--- src/rtl/ms_timer_pkg.sv ---
// Shared helpers and encodings for the millisecond stopwatch array.
// Tick period arithmetic and the wrap/saturate mode selector live here.
package ms_timer_pkg;

    localparam int MODE_SATURATE = 0;
    localparam int MODE_WRAP     = 1;

    function automatic int tick_cnt(input int clkspdmhz, input int tick_us);
        return clkspdmhz * tick_us;
    endfunction

    function automatic int presc_w(input int tc);
        return $clog2(tc);
    endfunction

endpackage

--- src/rtl/ms_timer_channel.sv ---
// One stopwatch channel: run control, prescaler, elapsed counter, overflow and lap capture.
// All outputs are registered; clear dominates start, which dominates stop.
module ms_timer_channel
    import ms_timer_pkg::*;
#(
    parameter int TICK_CNT  = 100000,
    parameter int WIDTH     = 16,
    parameter int MAX_COUNT = 9999,
    parameter int WRAP_MODE = MODE_WRAP
) (
    input  logic             clk,
    input  logic             res,
    input  logic             start,
    input  logic             stop,
    input  logic             clear,
    input  logic             lap,
    output logic [WIDTH-1:0] elapsed,
    output logic [WIDTH-1:0] lap_value,
    output logic             lap_valid,
    output logic             running,
    output logic             overflow
);

    localparam int               PW         = presc_w(TICK_CNT);
    localparam logic [PW-1:0]    PRESC_LAST = PW'(TICK_CNT - 1);
    localparam logic [WIDTH-1:0] MAXV       = WIDTH'(MAX_COUNT);

    logic [PW-1:0] presc;
    logic          tick;
    logic          at_max;
    logic          sat_stop;

    assign tick     = running && (presc == PRESC_LAST);
    assign at_max   = (elapsed == MAXV);
    assign sat_stop = tick && at_max && (WRAP_MODE != MODE_WRAP);

    always_ff @(posedge clk or negedge res) begin
        if (!res) begin
            running   <= 1'b0;
            presc     <= '0;
            elapsed   <= '0;
            overflow  <= 1'b0;
            lap_value <= '0;
            lap_valid <= 1'b0;
        end else if (clear) begin
            // lap_value survives a clear so the last captured time stays on display
            running   <= 1'b0;
            presc     <= '0;
            elapsed   <= '0;
            overflow  <= 1'b0;
            lap_valid <= 1'b0;
        end else begin
            lap_valid <= lap;
            if (lap)
                lap_value <= elapsed;

            if (running)
                presc <= tick ? '0 : presc + PW'(1);

            if (tick) begin
                if (!at_max) begin
                    elapsed <= elapsed + WIDTH'(1);
                end else begin
                    overflow <= 1'b1;
                    if (WRAP_MODE == MODE_WRAP)
                        elapsed <= '0;
                end
            end

            // A running channel ignores start, so saturation stops it even if start is held
            if (!running)
                running <= start;
            else if (sat_stop || (stop && !start))
                running <= 1'b0;
        end
    end

endmodule

--- src/rtl/ms_timer_array.sv ---
// N_CH independent millisecond stopwatches with packed output buses.
// Channel i occupies bits [i*WIDTH +: WIDTH] of elapsed and lap_value.
module ms_timer_array
    import ms_timer_pkg::*;
#(
    parameter int CLKSPDMHZ = 100,
    parameter int TICK_US   = 1000,
    parameter int N_CH      = 4,
    parameter int WIDTH     = 16,
    parameter int MAX_COUNT = 9999,
    parameter int WRAP_MODE = MODE_WRAP
) (
    input  logic                  clk,
    input  logic                  res,
    input  logic [N_CH-1:0]       start,
    input  logic [N_CH-1:0]       stop,
    input  logic [N_CH-1:0]       clear,
    input  logic [N_CH-1:0]       lap,
    output logic [N_CH*WIDTH-1:0] elapsed,
    output logic [N_CH*WIDTH-1:0] lap_value,
    output logic [N_CH-1:0]       lap_valid,
    output logic [N_CH-1:0]       running,
    output logic [N_CH-1:0]       overflow
);

    localparam int TC = tick_cnt(CLKSPDMHZ, TICK_US);

    for (genvar i = 0; i < N_CH; i++) begin : g_ch
        ms_timer_channel #(
            .TICK_CNT  (TC),
            .WIDTH     (WIDTH),
            .MAX_COUNT (MAX_COUNT),
            .WRAP_MODE (WRAP_MODE)
        ) u_ch (
            .clk       (clk),
            .res       (res),
            .start     (start[i]),
            .stop      (stop[i]),
            .clear     (clear[i]),
            .lap       (lap[i]),
            .elapsed   (elapsed[i*WIDTH +: WIDTH]),
            .lap_value (lap_value[i*WIDTH +: WIDTH]),
            .lap_valid (lap_valid[i]),
            .running   (running[i]),
            .overflow  (overflow[i])
        );
    end

endmodule
--- config.mk ---
export PLATFORM = sky130hd
export DESIGN_NAME = ms_timer_array
export DESIGN_NICKNAME = d
export VERILOG_FILES = /design/src/rtl/ms_timer_pkg.sv /design/src/rtl/ms_timer_channel.sv /design/src/rtl/ms_timer_array.sv
export SDC_FILE = /design/constraint.sdc
export NUM_CORES = 1
export LEC_CHECK = 0
export ABC_AREA = 0
export BUFFER_PORTS_ARGS = -buffer_cell sky130_fd_sc_hd__buf_2
export CAP_MARGIN = 20
export CORE_MARGIN = 3
export CORE_UTILIZATION = 53
export CTS_BUF_LIST = sky130_fd_sc_hd__clkbuf_4 sky130_fd_sc_hd__clkbuf_8 sky130_fd_sc_hd__clkbuf_16
export DETAILED_ROUTE_END_ITERATION = 10
export HOLD_SLACK_MARGIN = 0.06
export PLACE_DENSITY = 0.75
export SYNTH_ARGS = -nofsm -noshare
export SYNTH_HDL_FRONTEND = slang
export SYNTH_SLANG_ARGS = --single-unit
--- constraint.sdc ---
create_clock -name clk -period 3.3 [get_ports clk]
set_clock_uncertainty 0.15 [all_clocks]
set_input_delay 0.66 -clock clk [delete_from_list [all_inputs] [get_ports clk]]
set_output_delay 0.66 -clock clk [all_outputs]
set_load 0.01 [all_outputs]
Word level (Yosys, flattened, before mapping)
Index checks and enable logic that the tools add are counted.
Storage, ports and cells
  flip-flop bits (word level): 208
  bits of input ports: 18
  output and inout port bits: 140
  word-level logic and storage cells: 128
Operators by class
  add/subtract/negate cells: 8
  eq/ne operators: 8
  muxes and demuxes: 52
  bitwise logic cells: 4
  reduce and logical (&&, ||, !) cells: 32
Operators with widths (count)
  $mux W17: 12
  $mux W16: 12
  $add A17 B1 Y17 const B: 4
  $eq A17 B17 Y1 const B: 4
  $add A16 B1 Y16 const B: 4
  $eq A16 B14 Y1 const B: 4
  $mux W1: 28
  $reduce_bool A2 Y1: 12
  $reduce_and A2 Y1: 8
  $logic_and A1 B1 Y1: 8
  $logic_not A1 Y1: 4
  $not A1 Y1: 4

Depth between registers and ports, before layout
  word-level depth: 5
  mapped depth: 8
  mapped depth without buffers: 6

By module
A second synthesis with hierarchy kept.
Second synthesis, totals
  cells, all modules: 1084
  area total of the unflattened synthesis: 10910.5 um2
By module, submodules not included
  ms_timer_channel: instances 4, cells an instance 271, area an instance 2727.6 um2, seq. area each 1301.2 um2

Worst setup path before layout
No wires, ideal clock.
  path kind: register -> register
  start point: reg g_ch[0].u_ch.elapsed[4]
  end point: reg g_ch[0].u_ch.elapsed[12]
  library setup time: 136 ps
  arrival time: 2004 ps
  required time: 3014 ps
  path slack: 1009 ps
  stages on the path, launching flop included: 8
  path buffers: 2
  period minus slack after synthesis: 2291 ps
  cells stage by stage: dfrtp_1 -> clkbuf_1 -> or4_1 -> nor4_1 -> buf_2 -> a41oi_1 -> o21ai_0 -> a21oi_1
Between the ends
  word-level cells in the longest chain between the ends: 4
  elaborated cells on any way between the ends: 5
  classes of those cells: 1 x add/sub; 1 x eq/ne; 3 x mux
Ends and longest elaborated chain
  from (decl): RTL line ms_timer_channel.sv:17  | output logic [WIDTH-1:0] elapsed,
  from (signal assigned): RTL line ms_timer_channel.sv:62  | elapsed <= elapsed + WIDTH'(1);
  $add A16 B1 Y16 or $eq A16 B14 Y1 (tied branches): RTL line ms_timer_channel.sv:62, ms_timer_channel.sv:34
  $mux W16 (*): RTL line ms_timer_channel.sv:61  | if (!at_max) begin
  $mux W16 (*): RTL line ms_timer_channel.sv:60  | if (tick) begin
  $mux W16 (*): RTL line ms_timer_channel.sv:45  | end else if (clear) begin
Mark *: on every way between the ends. The rest lies on a longest branch, timed or not. The select of a mux whose other input is x is not followed.
A chain may end at the register's enable or synchronous reset.

Worst setup path after layout
  start point: reg g_ch[1].u_ch.elapsed[12]
  end point: reg g_ch[1].u_ch.elapsed[8]
Between the ends
  word-level cells in the longest chain between the ends: 4
Ends and longest elaborated chain
  from (decl): RTL line ms_timer_channel.sv:17
  from (signal assigned): RTL line ms_timer_channel.sv:62
  $eq A16 B14 Y1: RTL line ms_timer_channel.sv:34  | assign at_max = (elapsed == MAXV);
  $mux W16: RTL line ms_timer_channel.sv:61
  $mux W16: RTL line ms_timer_channel.sv:60
  $mux W16: RTL line ms_timer_channel.sv:45
Every way passes these cells. The select of a mux whose other input is x is not followed.

==> flow_summary.yaml <==
global_routing:
  grt_overflow: 0
  first_global_vias: 7583
  grt_max_degree: 61
  track_usage_pct: 21.6
  grt_pass1_wl_um: 37500
  antenna_found_initial: 0
synthesis:
  yosys.area_share.adder_pct: 0.991
  ys_ff_latch: 208
  syn_area_um2: 10100
  synth-xor-area-share_pct: 5.38
  synthMuxAreaShare_pct: 6.90
  yosysTopAreaCell: "dfrtp_1"
  syn_inst: 1001
  synth_edf_count: 0
  yosysTopAreaCellShare_pct: 51.5
  yosys.cell_types.count: 61
  synth_compound_area_share_pct: 9.04
  synth_top_family_by_area: "simple AND/OR/NAND/NOR gates"
  synth_ff_type: "dfrtp_1"
  synth-simple-area-share_pct: 22.9
  yosys_warnings: 0
  avgSynthCellArea_um2: 10.1
  synthArstFlopShare_pct: 100
  synth_area_leaders: "dfrtp_1 52%, mux2_2 6.8%, nor2_1 4.8%"
  syn_nets: 1027
  yosysSeqAreaShare_pct: 51.5
pwr:
  p_clk_share_pct: 49.8
  powerDensity_nw_per_um2: 465
  p_switching_uw: 1160
  p_sw_share_pct: 20.9
  seq_power_share_pct: 46.7
  peakVddDrop_uv: 339
  internal-power_uw: 4380
  p_leak_uw: 0.00561
  finalPower_uw: 5550
  p_comb_share_pct: 3.5
sta:
  fmax_mhz: 378
  fin_crit_sh_pct: 80.1
  tightestPinTransition_ns: 0.841
  setup_viol: 0
  period_minus_slack_ns: 2.64
  hold_viol: 0
  max_slew_margin_pct: 43.4
  rsz0062_at_grt: "no"
  slew_violations: 0
  setup_tns_ns: 0
detailed_routing:
  drc: 0
  postRouteAntennaNets: 0
  drtIter0Drc: 517
  vias_per_cell: 5.81
  first_pass_iters: 6
  vias: 8084
  post_drt_wl_per_cell_um: 16.3
  drt-total-wl_um: 22700
worst_setup_path:
  r2r_start: "g_ch[1].u_ch.elapsed[12]"
  critPathKind: "flip-flop to flip-flop"
  end_kind: "flip-flop"
  slowest_delay_ns: 0.68
  crit_family: "simple AND/OR/NAND/NOR gates"
  crit_fanout: 8
  cp.buffers_inverters: 1
  required_ns: 3.52
  critPathArrivalTime_ns: 2.86
  cp-start-kind: "flip-flop"
  path_cells: "or4b_2 > nor4b_1 > buf_4 > nor2_1 > o21ai_0 > a21oi_1"
  cpMaxStageDelayCell: "or4b_2"
  critPathLaunch: "g_ch[1].u_ch.elapsed[12]"
cts:
  clk_pin_slew_ns: 0.06
  clockBufferDepth: 3
  cts_tree: "yes"
  cts_root_buf: "clkbuf_16"
  htree_levels: 1
  clk_latency_ns: 0.50
  cts_sinks: 208
  numCtsBuffers: 24
floorplanning:
  num_rows: 49
  initial_core_util_pct: 55.1
  die-area_um2: 20700
  die_x_um: 144
  core_area_um2: 18300
  die_h_um: 144
  pin_count: 158
cells_and_area:
  area_growth_pct: 18.0
  layout_common_cells: "208 x dfrtp_1, 156 x buf_2, 129 x nor2_1"
  final_common_cell: "dfrtp_1"
  drive_gt1_share_pct: 25.0
  finish.utilization_pct: 65.0
  n_antenna_cell: 0
  fill_cells: 1495
  nNetsFinal: 1171
place:
  place_congestion: 0.857
  portBuffers: 157
  dp_hpwl_um: 15700
hold_path:
  min_from: "start[2]"
  min_path_type: "primary input to flip-flop"
run_status:
  status: "finished clean"
flow_run:
  max-cap-violations: 0
repair_timing:
action                    CTS  global route
hold endpoints to repair   52             0
resized for setup           0             0
setup buffers               0             0
hold buffers                1             0
cells by family (layout without fill, tap and decap cells):
family	Yosys count	in the layout
AO/OA/AOI/OAI	150	150
XOR/XNOR	62	62
adder cells (fa/ha/maj)	8	8
buffers and inverters	75	236
flip-flops	208	208
multiplexers	62	62
AND/OR/NAND/NOR	436	436
per-stage QoR:
stage	instance area [µm²]	hold slack, ns	cells	worst slack (ns)
floorplan	10100	0.214	1001	1.01
global placement	11100	0.312	1347	0.726
detailed placement	11100	0.325	1347	0.693
CTS	11900	0.200	1391	0.674
global route	11900	0.210	1391	0.432
finish	11900	0.220	1391	0.655
area by class of cell:
type	count	area, µm²	share of cell area, %
sequential	208	5200	43.7
multi-input combinational	718	4560	38.3
timing repair buffer	172	935	7.85
clock buffer	34	724	6.08
tap	229	287	2.40
clock inverter	9	120	1.01
inverter	21	78.8	0.662
power by group through the flow:
stage               sequential [µW]  clock [µW]  combinational [µW]
floorplan                      2630           0                 107
finish                         2590        2760                 193
detailed placement             2630           0                 196
global placement               2630           0                 194
global route                   2590        2940                 218
CTS                            2590        2830                 198
synthesized netlist by cell type, types with 17 or more instances:
cell type	n
nand3b_1	17
nand2_1	78
nand3_1	43
nor2_1	129
xor2_1	43
xnor2_1	19
o21ai_0	40
inv_1	21
nand2b_1	17
dfrtp_1	208
clkbuf_1	38
mux2_2	61
a21oi_1	52
nand4_1	33
nor3_1	19
or4_1	18
worst register-to-register path, stage by stage (launching register included):
cell	delay, ns
dfrtp_1	0.43
or4b_2	0.68
nor4b_1	0.68
buf_4	0.27
nor2_1	0.05
o21ai_0	0.16
a21oi_1	0.09
state kept, by name, indices dropped and copies added (netlist names):
register             count
g_ch.u_ch.lap_valid      4
g_ch.u_ch.elapsed       64
g_ch.u_ch.lap_value     64
g_ch.u_ch.running        4
g_ch.u_ch.overflow       4
g_ch.u_ch.presc         68
worst paths after layout:
| kind | slack [ns] | end | cells past startpoint |
|---|---|---|---|
| min in group asynchronous | 0.54 | g_ch[1].u_ch.lap_value[9] | 2 |
| max in group asynchronous | 1.71 | g_ch[2].u_ch.elapsed[5] | 3 |
| hold / removal | 0.22 | g_ch[2].u_ch.running | 3 |
| setup / recovery | 0.66 | g_ch[1].u_ch.elapsed[8] | 6 |
| setup reg to reg | 0.66 | g_ch[1].u_ch.elapsed[8] | 6 |
| hold reg to reg | 0.33 | g_ch[2].u_ch.lap_value[4] | 2 |
per-layer routing:
metal	up-vias	global-route usage [%]	share of wire, %
met5	-	0	0
met4	0	4.46	1.7
met3	31	3.54	5.3
met2	240	34.8	47
met1	3938	31.2	46
li1	3875	-	-
Note: power is estimated with default switching activity, not from simulation.
